--- config.mk ---
export PLATFORM = sky130hd
export DESIGN_NAME = serial_magnitude_comparator
export DESIGN_NICKNAME = d
export VERILOG_FILES = /design/src/rtl/cmp_pkg.sv /design/src/rtl/digit_compare_2bit.sv /design/src/rtl/serial_magnitude_comparator.sv
export SDC_FILE = /design/constraint.sdc
export NUM_CORES = 1
export LEC_CHECK = 0
export CAP_MARGIN = 20
export CELL_PAD_IN_SITES_DETAIL_PLACEMENT = 1
export CELL_PAD_IN_SITES_GLOBAL_PLACEMENT = 2
export CORE_MARGIN = 2
export CORE_UTILIZATION = 28
export CTS_CLUSTER_SIZE = 8
export DETAILED_ROUTE_END_ITERATION = 8
export MAX_ROUTING_LAYER = met4
export PLACE_DENSITY_LB_ADDON = 0.25
export RECOVER_POWER = 100
export SLEW_MARGIN = 40
export SYNTH_ARGS = -nofsm -noshare
export SYNTH_HDL_FRONTEND = slang
export SYNTH_SLANG_ARGS = --single-unit
export TNS_END_PERCENT = 50
--- constraint.sdc ---
create_clock -name clk -period 1.7 [get_ports clk]
set_input_delay 0.34 -clock clk [delete_from_list [all_inputs] [get_ports clk]]
set_output_delay 0.34 -clock clk [all_outputs]
set_load 0.05 [all_outputs]
--- src/rtl/cmp_pkg.sv ---
// rtl/cmp_pkg.sv - shared types and constants for the serial magnitude comparator
package cmp_pkg;

    typedef enum logic [1:0] {
        CMP_EQ = 2'b00,
        CMP_GT = 2'b01,
        CMP_LT = 2'b10
    } cmp_rel_t;

    typedef enum logic {
        ST_RUN  = 1'b0,
        ST_DONE = 1'b1
    } cmp_state_t;

    localparam int DIGIT_W = 2;

    // An unequal digit decides the relation; an equal digit keeps what the lower digits decided.
    function automatic cmp_rel_t merge_rel(input cmp_rel_t base, input logic gt, input logic lt);
        cmp_rel_t r;
        r = base;
        if (gt) begin
            r = CMP_GT;
        end else if (lt) begin
            r = CMP_LT;
        end
        return r;
    endfunction

endpackage

--- src/rtl/digit_compare_2bit.sv ---
// rtl/digit_compare_2bit.sv - combinational greater/less compare of one digit pair
module digit_compare_2bit
    import cmp_pkg::*;
(
    input  logic [DIGIT_W-1:0] a,
    input  logic [DIGIT_W-1:0] b,
    output logic               gt,
    output logic               lt
);

    assign gt = (a > b);
    assign lt = (a < b);

endmodule

--- src/rtl/serial_magnitude_comparator.sv ---
// rtl/serial_magnitude_comparator.sv - LSB-digit-first serial unsigned comparator with handshaked verdict
module serial_magnitude_comparator
    import cmp_pkg::*;
#(
    parameter int WIDTH = 8
) (
    input  logic               clk,
    input  logic               rst_n,
    input  logic               abort,
    input  logic               digit_valid,
    output logic               digit_ready,
    input  logic [DIGIT_W-1:0] digit_a,
    input  logic [DIGIT_W-1:0] digit_b,
    output logic               res_valid,
    input  logic               res_ready,
    output logic               greater,
    output logic               less,
    output logic               equal
);

    localparam int NDIG  = WIDTH / DIGIT_W;
    localparam int CNT_W = (NDIG > 1) ? $clog2(NDIG) : 1;
    localparam logic [CNT_W-1:0] LAST_DIG = CNT_W'(NDIG - 1);

    cmp_state_t       state_q, state_d;
    cmp_rel_t         rel_q, rel_d;
    logic [CNT_W-1:0] cnt_q, cnt_d;
    logic             res_valid_q, res_valid_d;
    logic             greater_q, greater_d;
    logic             less_q, less_d;
    logic             equal_q, equal_d;

    logic             dig_gt;
    logic             dig_lt;
    logic             accept;
    cmp_rel_t         base_rel;
    cmp_rel_t         dig_rel;

    digit_compare_2bit u_digit_cmp (
        .a  (digit_a),
        .b  (digit_b),
        .gt (dig_gt),
        .lt (dig_lt)
    );

    assign digit_ready = (state_q == ST_RUN);
    assign accept      = digit_valid & digit_ready;

    // Digit 0 always starts from EQ so no earlier operand can leak into this one.
    assign base_rel = (cnt_q == '0) ? CMP_EQ : rel_q;
    assign dig_rel  = merge_rel(base_rel, dig_gt, dig_lt);

    always_comb begin
        state_d     = state_q;
        rel_d       = rel_q;
        cnt_d       = cnt_q;
        res_valid_d = res_valid_q;
        greater_d   = greater_q;
        less_d      = less_q;
        equal_d     = equal_q;

        if (abort) begin
            state_d     = ST_RUN;
            rel_d       = CMP_EQ;
            cnt_d       = '0;
            res_valid_d = 1'b0;
            greater_d   = 1'b0;
            less_d      = 1'b0;
            equal_d     = 1'b0;
        end else if (state_q == ST_RUN) begin
            if (accept) begin
                rel_d = dig_rel;
                if (cnt_q == LAST_DIG) begin
                    state_d     = ST_DONE;
                    cnt_d       = '0;
                    res_valid_d = 1'b1;
                    greater_d   = (dig_rel == CMP_GT);
                    less_d      = (dig_rel == CMP_LT);
                    equal_d     = (dig_rel == CMP_EQ);
                end else begin
                    cnt_d = cnt_q + CNT_W'(1);
                end
            end
        end else begin
            if (res_valid_q && res_ready) begin
                state_d     = ST_RUN;
                rel_d       = CMP_EQ;
                res_valid_d = 1'b0;
                greater_d   = 1'b0;
                less_d      = 1'b0;
                equal_d     = 1'b0;
            end
        end
    end

    always_ff @(posedge clk or negedge rst_n) begin
        if (!rst_n) begin
            state_q     <= ST_RUN;
            rel_q       <= CMP_EQ;
            cnt_q       <= '0;
            res_valid_q <= 1'b0;
            greater_q   <= 1'b0;
            less_q      <= 1'b0;
            equal_q     <= 1'b0;
        end else begin
            state_q     <= state_d;
            rel_q       <= rel_d;
            cnt_q       <= cnt_d;
            res_valid_q <= res_valid_d;
            greater_q   <= greater_d;
            less_q      <= less_d;
            equal_q     <= equal_d;
        end
    end

    assign res_valid = res_valid_q;
    assign greater   = greater_q;
    assign less      = less_q;
    assign equal     = equal_q;

endmodule

Word level (Yosys, flattened, before mapping)
Index checks and enable logic that the tools add are counted.

Input port bits: 9. Register bits: 9.

Order comparisons: 2. Reduce and logical (&&, ||, !) cells: 9. Add/subtract/negate cells: 1. Eq/ne operators: 5. Bitwise gates (word level): 2. Mux-type cells: 33.

Operators with widths (number): $mux W1 (22); $mux W2 (11); $reduce_bool A3 Y1 (2); $eq A2 B2 Y1 const B (2); $logic_not A2 Y1 (2); $reduce_and A2 Y1 (2); $ne A3 B2 Y1 const B (1); $reduce_and A3 Y1 (1); $add A2 B1 Y2 const B (1); $eq A2 B1 Y1 const B (1); $gt A2 B2 Y1 (1); $lt A2 B2 Y1 (1); $ne A2 B2 Y1 const B (1); $reduce_bool A2 Y1 (1); $and A1 B1 Y1 (1); $logic_and A1 B1 Y1 (1); $not A1 Y1 (1).

Depth between registers and ports, before layout
Gate-level depths: netlist (run 1).

Depth after elaboration: 9. Mapped depth: 5. Mapped depth without buffers: 5.

Hierarchy
A second synthesis (run 1) with hierarchy kept.

Cells, all modules: 57. Area, all modules: 608.1 sq um.

By module, submodules not included: serial_magnitude_comparator (times used 1, area each 543.0 sq um, seq. area each 225.2 sq um, cells each 50); digit_compare_2bit (times used 1, area each 65.1 sq um, seq. area each 0.0 sq um, cells each 7).

Worst setup path before layout (run 1)
OpenSTA, ideal clock, no wires.

Kind: in2reg. From: input port digit_b[1]. To: register equal_q (netlist: equal). Arrival: 1.228 ns. Stages on the path: 5. Setup time: 0.122 ns. Path slack: 0.351 ns. Cell sequence: inv_1 ha_1 and2b_1 o21a_1 a32o_1.

Word-level cells in the longest chain between the ends: 8.

RTL lines: from (decl) (RTL line serial_magnitude_comparator.sv:13) `input logic [DIGIT_W-1:0] digit_b,`; $lt A2 B2 Y1 (RTL line digit_compare_2bit.sv:12) `assign lt = (a < b);`; $mux W2 (RTL line cmp_pkg.sv:23) `end else if (lt) begin`; $mux W2 * (RTL line cmp_pkg.sv:21) `if (gt) begin`; $logic_not A2 Y1 * (RTL line serial_magnitude_comparator.sv:79) `equal_d = (dig_rel == CMP_EQ);`; $mux W1 * (RTL line serial_magnitude_comparator.sv:73) `if (cnt_q == LAST_DIG) begin`; $mux W1 * (RTL line serial_magnitude_comparator.sv:71) `if (accept) begin`; $mux W1 * (RTL line serial_magnitude_comparator.sv:70) `end else if (state_q == ST_RUN) begin`; $mux W1 * (RTL line serial_magnitude_comparator.sv:62) `if (abort) begin`; to (signal assigned) (RTL line serial_magnitude_comparator.sv:112) `equal_q <= equal_d;`; to (decl) (RTL line serial_magnitude_comparator.sv:31) `logic equal_q, equal_d;`.

Every way passes the cells marked *; elsewhere a longest branch is shown, timed or not. The select of a mux whose other input is x is not followed. A chain may end at the register's enable or synchronous reset.

Worst setup path in the final report (run 1)
Same ends and word-level chain as after synthesis.

==> metrics, run 1 <==
post-CTS sizing=0; critical path class=in -> reg; WL/cell=13.4 um; pin count of the biggest net entering global routing=10; outcome=completed; Yosys top cell area share=41.2%; Max Cap Viol=0; post-route DRC violation count=0; Final period util=94.9%; ratio of cells with drive above 1 in the final layout=16.0%; met2 Usage GRT=24.5%; HPWL Detailed=1080 um; DR vias=490; first drt pass iteration count=4; most frequent cells in the layout=dfrtp_1 (9), inv_1 (7), nand2_1 (6), clkdlybuf4s50_1 (6), clkbuf_1 (5); crit path capture type=register; Reg area=225 um^2; area growth from synthesis to layout=30.7%; post-synthesis average cell area=9.94 um^2; GRT Util Overall=15.6%; Post-CTS Setup Bufs=0; Port Buffer Count=13; Ports=14; Die ar.=0.00232 mm^2; CTS tree=yes; skew final=0.00308 ns; worst hold path type=in -> async; Clock Path Buffers=2; Fin Hold WS=0.454 ns; Seq/Total Area, Yosys=41.2%; Final Setup Violations=0; antenna-violating nets left=0; crit-path max FO=5; Overflow after GRT=0; CTS root buf=clkbuf_4; Mapped Area=547 um^2; Initial Util=30.7%; TritonCTS Sinks=9; met3 usage=6.67%; #FFs+latches synth=9; nets=89; core area=0.00178 mm^2; slowest CP cell=clkdlybuf4s50_1; leading area contributor after synthesis=dfrtp_1; H-Tree Depth=1; global-route wire length before repair=2330 um; Pwr Density=713 mW/mm^2; synth warn=0; Reg clk slew, reported paths=0.06 ns; critical-path cell list=clkdlybuf4s50_1 > inv_1 > ha_1 > and2b_1 > o21a_1 > a32o_1; CP Depth=6; DR iter-0 viols=3; syn_nets=68; vias in the first global route=523; multi-input logic area=283 um^2; Die H=48.2 um; synth top area cells=dfrtp_1 (41%), ha_1 (9.2%), inv_1 (4.8%), nand2_1 (4.1%), a32o_1 (3.7%); commonest non-fill, non-tap cell in the layout=dfrtp_1; # hold bufs at CTS=0; final core occ=40.1%; met1 global-route usage=18.7%; Hold Fails Final Rpt=0; crit path DAT=1.76 ns; placer congestion estimate=0.688; Max Fclk=620 MHz; CP startpoint kind=input pin; Worst EP required=1.85 ns; most crowded layer after global routing=met2; leakage power total=0.325 nW; Fill cells=219; Yosys cell types=25; RSZ-0062 raised after global routing=no; Die X=48.2 um; final slew viol count=0; antenna violations before repair=0; DRT Wirelength=1340 um; relative slew slack=60.9%; Antenna Cells=0; TritonCTS Buffers=3; buffers and inverters on the worst path=2; Crit path largest cell delay=0.45 ns; Syn Inst Count=55; Worst VDD drop=0.361 mV; Crit path max-delay family=buffers and inverters; clk_lat worst skew=0.26 ns; Placement Rows=15; r2r worst-path depth=3; Final min period=1.61 ns; Worst Max-Slew Pin Slew=0.590 ns; drt via density=4.90
[final cells by class]
type	instances	share of cell area (%)
multi-input cells	39	39.6
flip-flops and latches	9	31.5
repair buffers	16	17.2
well taps	25	4.38
clock buffers	4	3.68
inverters	7	3.68
[registers in the layout, summed over array words and instances, names as in the netlist]
signal / cells
cnt_q: 2
rel_q: 2
equal: 1
greater: 1
less: 1
res_valid: 1
state_q: 1
[power by group]
part / switching [mW] / internal, mW
Clock: 0.0753 / 0.0905
Sequential: 0.00787 / 0.225
Combinational: 0.0623 / 0.0486
Total: 0.146 / 0.364
[metrics by stage]
stage,setup TNS [ns],std cells,cell area [um^2],total power [mW],setup WS (ns)
finish,0,100,714,0.509,0.0865
global route,0,100,714,0.545,0.0248
CTS,0,100,757,0.528,0.0903
detailed placement,-0.643,96,731,0.355,-0.187
global placement,-0.567,96,731,0.355,-0.169
floorplan,0,55,547,0.302,0.351
[layer usage]
metal / vias up / wire length [um]
li1: 243 / -
met1: 235 / 655
met2: 10 / 615
met3: 2 / 60
met4: 0 / 8
met5: - / 0
[final timing paths]
| kind | start | end | slack, ns |
|---|---|---|---|
| max | digit_b[1] | equal | 0.09 |
| min | rst_n | cnt_q[1] | 0.45 |
| max reg2reg | state_q | less | 0.26 |
| min reg2reg | equal | equal | 0.50 |
| max in group asynchronous | rst_n | res_valid | 0.94 |
| min in group clk | equal | equal | 0.50 |
[cell usage after synthesis (all sizes together)]
cell,n
a32o,2
nor2,2
nor3,1
nand2b,1
o2111ai,1
o221ai,1
and2b,2
nand4,1
dfrtp,9
nand4b,1
o22ai,1
o21a,1
a21o,1
nand3,3
ha,4
nor2b,1
o21ai,3
inv,7
a21oi,3
o211a,2
a31o,1
o31ai,1
nand2,6
[cell families after synthesis]
family,count (synthesis),share of synthesized area (%)
and+or+nand+nor,18,19.5
AOI/OAI and AO/OA,17,25.4
adders and majority gates,4,9.15
DFF,9,41.2
buffers and inverters,7,4.81
Power figures use the tool's default switching activity.
==> run 2: changes to the inputs <==
--- a/config.mk
+++ b/config.mk
@@ -5,6 +5,7 @@
 export SDC_FILE = /design/constraint.sdc
 export NUM_CORES = 1
 export LEC_CHECK = 0
+export ABC_CLOCK_PERIOD_IN_PS = 1700
 export CAP_MARGIN = 20
 export CELL_PAD_IN_SITES_DETAIL_PLACEMENT = 1
 export CELL_PAD_IN_SITES_GLOBAL_PLACEMENT = 2
@@ -13,7 +14,7 @@
 export CTS_CLUSTER_SIZE = 8
 export DETAILED_ROUTE_END_ITERATION = 8
 export MAX_ROUTING_LAYER = met4
-export PLACE_DENSITY_LB_ADDON = 0.25
+export PLACE_DENSITY = 0.76
 export RECOVER_POWER = 100
 export SLEW_MARGIN = 40
 export SYNTH_ARGS = -nofsm -noshare
==> metrics, run 2 (synthesis gave the netlist of run 1 again) <==
placer congestion estimate=0.772 (was 0.688); crit path DAT=1.75 ns (was 1.76 ns); worst hold path type=in -> async (unchanged); DR iter-0 viols=6 (was 3); r2r worst-path depth=5 (was 3); Die H=48.2 um (unchanged); RSZ-0062 raised after global routing=no (unchanged); Antenna Cells=0 (unchanged); first drt pass iteration count=4 (unchanged); TritonCTS Sinks=9 (unchanged); antenna-violating nets left=0 (unchanged); Placement Rows=15 (unchanged); Final min period=1.59 ns (was 1.61 ns); Worst EP required=1.87 ns (was 1.85 ns); DRT Wirelength=1420 um (was 1340 um); Fill cells=218 (was 219); Ports=14 (unchanged); Max Cap Viol=0 (unchanged); leakage power total=0.322 nW (was 0.325 nW); Finished Cell Area=716 um^2 (was 714 um^2); area growth from synthesis to layout=30.9% (was 30.7%); dpl cells=96 (unchanged); Max Fclk=631 MHz (was 620 MHz); HPWL Detailed=1100 um (was 1080 um); nets=89 (unchanged); crit-path max FO=5 (unchanged); commonest non-fill, non-tap cell in the layout=dfrtp_1 (unchanged); outcome=completed (unchanged); antenna violations before repair=0 (unchanged); reg2reg start=cnt_q[0] (was state_q); post-place setup slack=-0.178 ns (was -0.187 ns); clk_lat worst skew=0.27 ns (was 0.26 ns); skew final=0.00349 ns (was 0.00308 ns); Port Buffer Count=13 (unchanged); Worst VDD drop=0.296 mV (was 0.361 mV); Initial Util=30.7% (unchanged); drt via density=4.93 (was 4.90); Die ar.=0.00232 mm^2 (unchanged); WL/cell=14.2 um (was 13.4 um); Sum Neg Setup Slack=0 ns (unchanged); CTS root buf=clkbuf_4 (unchanged); CP startpoint kind=input pin (unchanged); Reg clk slew, reported paths=0.07 ns (was 0.06 ns); biggest regs=cnt_q: 2 flops, rel_q: 2 flops (unchanged); post-route DRC violation count=0 (unchanged); Hold Fails Final Rpt=0 (unchanged); area of placed instances=731 um^2 (unchanged); Post-CTS Setup Bufs=0 (unchanged); GRT Util Overall=15.4% (was 15.6%); Post-Layout Cell Count=100 (unchanged); ratio of cells with drive above 1 in the final layout=16.0% (unchanged); CTS tree=yes (unchanged); pin count of the biggest net entering global routing=10 (unchanged); post-CTS sizing=0 (unchanged); capturing point of the worst reg2reg path=equal (was less); Pwr Density=730 mW/mm^2 (was 713 mW/mm^2); vias in the first global route=503 (was 523); Final Setup Violations=0 (unchanged); final slew viol count=0 (unchanged); Overflow after GRT=0 (unchanged); Die X=48.2 um (unchanged); critical path class=in -> reg (unchanged); core area=0.00178 mm^2 (unchanged); Fin Hold WS=0.452 ns (was 0.454 ns); Reg2Reg Setup Slack=0.29 ns (was 0.26 ns); Final period util=93.3% (was 94.9%); H-Tree Depth=1 (unchanged); DR vias=493 (was 490); relative slew slack=60.3% (was 60.9%); Worst Max-Slew Pin Slew=0.598 ns (was 0.590 ns); global-route wire length before repair=2240 um (was 2330 um); Clock Path Buffers=2 (unchanged); crit path capture type=register (unchanged); # hold bufs at CTS=0 (unchanged); TritonCTS Buffers=3 (unchanged); final setup margin=0.114 ns (was 0.0865 ns); most frequent cells in the layout=dfrtp_1 (9), inv_1 (7), nand2_1 (6), clkbuf_1 (6), clkdlybuf4s50_1 (6) (was dfrtp_1 (9), inv_1 (7), nand2_1 (6), clkdlybuf4s50_1 (6), clkbuf_1 (5))
## run 2: power breakdown
group	internal [mW]	leakage (nW)	switching, mW	total [mW]
registers	0.225	0.122	0.00797	0.233
clock network	0.0911	0.0150	0.0882	0.179
logic	0.0476	0.185	0.0630	0.111
total	0.363	0.322	0.159	0.523
## run 2: final cells by class
class                   instances  area (um^2)  share of cell area (%)
multi-input cells              39          288                    40.2
flip-flops and latches          9          225                    31.5
repair buffers                 16          119                    16.6
well taps                      25         31.3                    4.37
clock buffers                   4         26.3                    3.67
inverters                       7         26.3                    3.67
## run 2: how the worst max path moves through the flow
stage                     cells after the start        from  endpoint  slack [ns]
after floorplan                               5  digit_b[1]     equal        0.35
after global placement                        6  digit_b[1]     equal       -0.16
after detailed placement                      6  digit_b[1]     equal       -0.18
after CTS                                     6  digit_b[1]     equal        0.12
after global routing                          6  digit_b[1]      less        0.05
final                                         6  digit_b[1]     equal        0.11
## run 2: through the flow
step	power, mW	util [%]
after floorplan	0.302	-
after global placement	0.355	41.0
after detailed placement	0.357	41.0
after CTS	0.538	42.5
after global routing	0.549	40.1
final	0.523	40.1
## run 2: layer usage
layer	vias up	track usage (%)	share of wire, %
met5	-	-	0
li1	244	-	-
met4	0	8.11	2.3
met2	9	23.7	47
met3	5	3.33	3.0
met1	235	18.8	48
## run 2: critical path: stages
cell,delay [ns]
clkdlybuf4s50_1,0.45
inv_1,0.04
ha_1,0.29
and2b_1,0.22
o21a_1,0.18
a32o_1,0.23
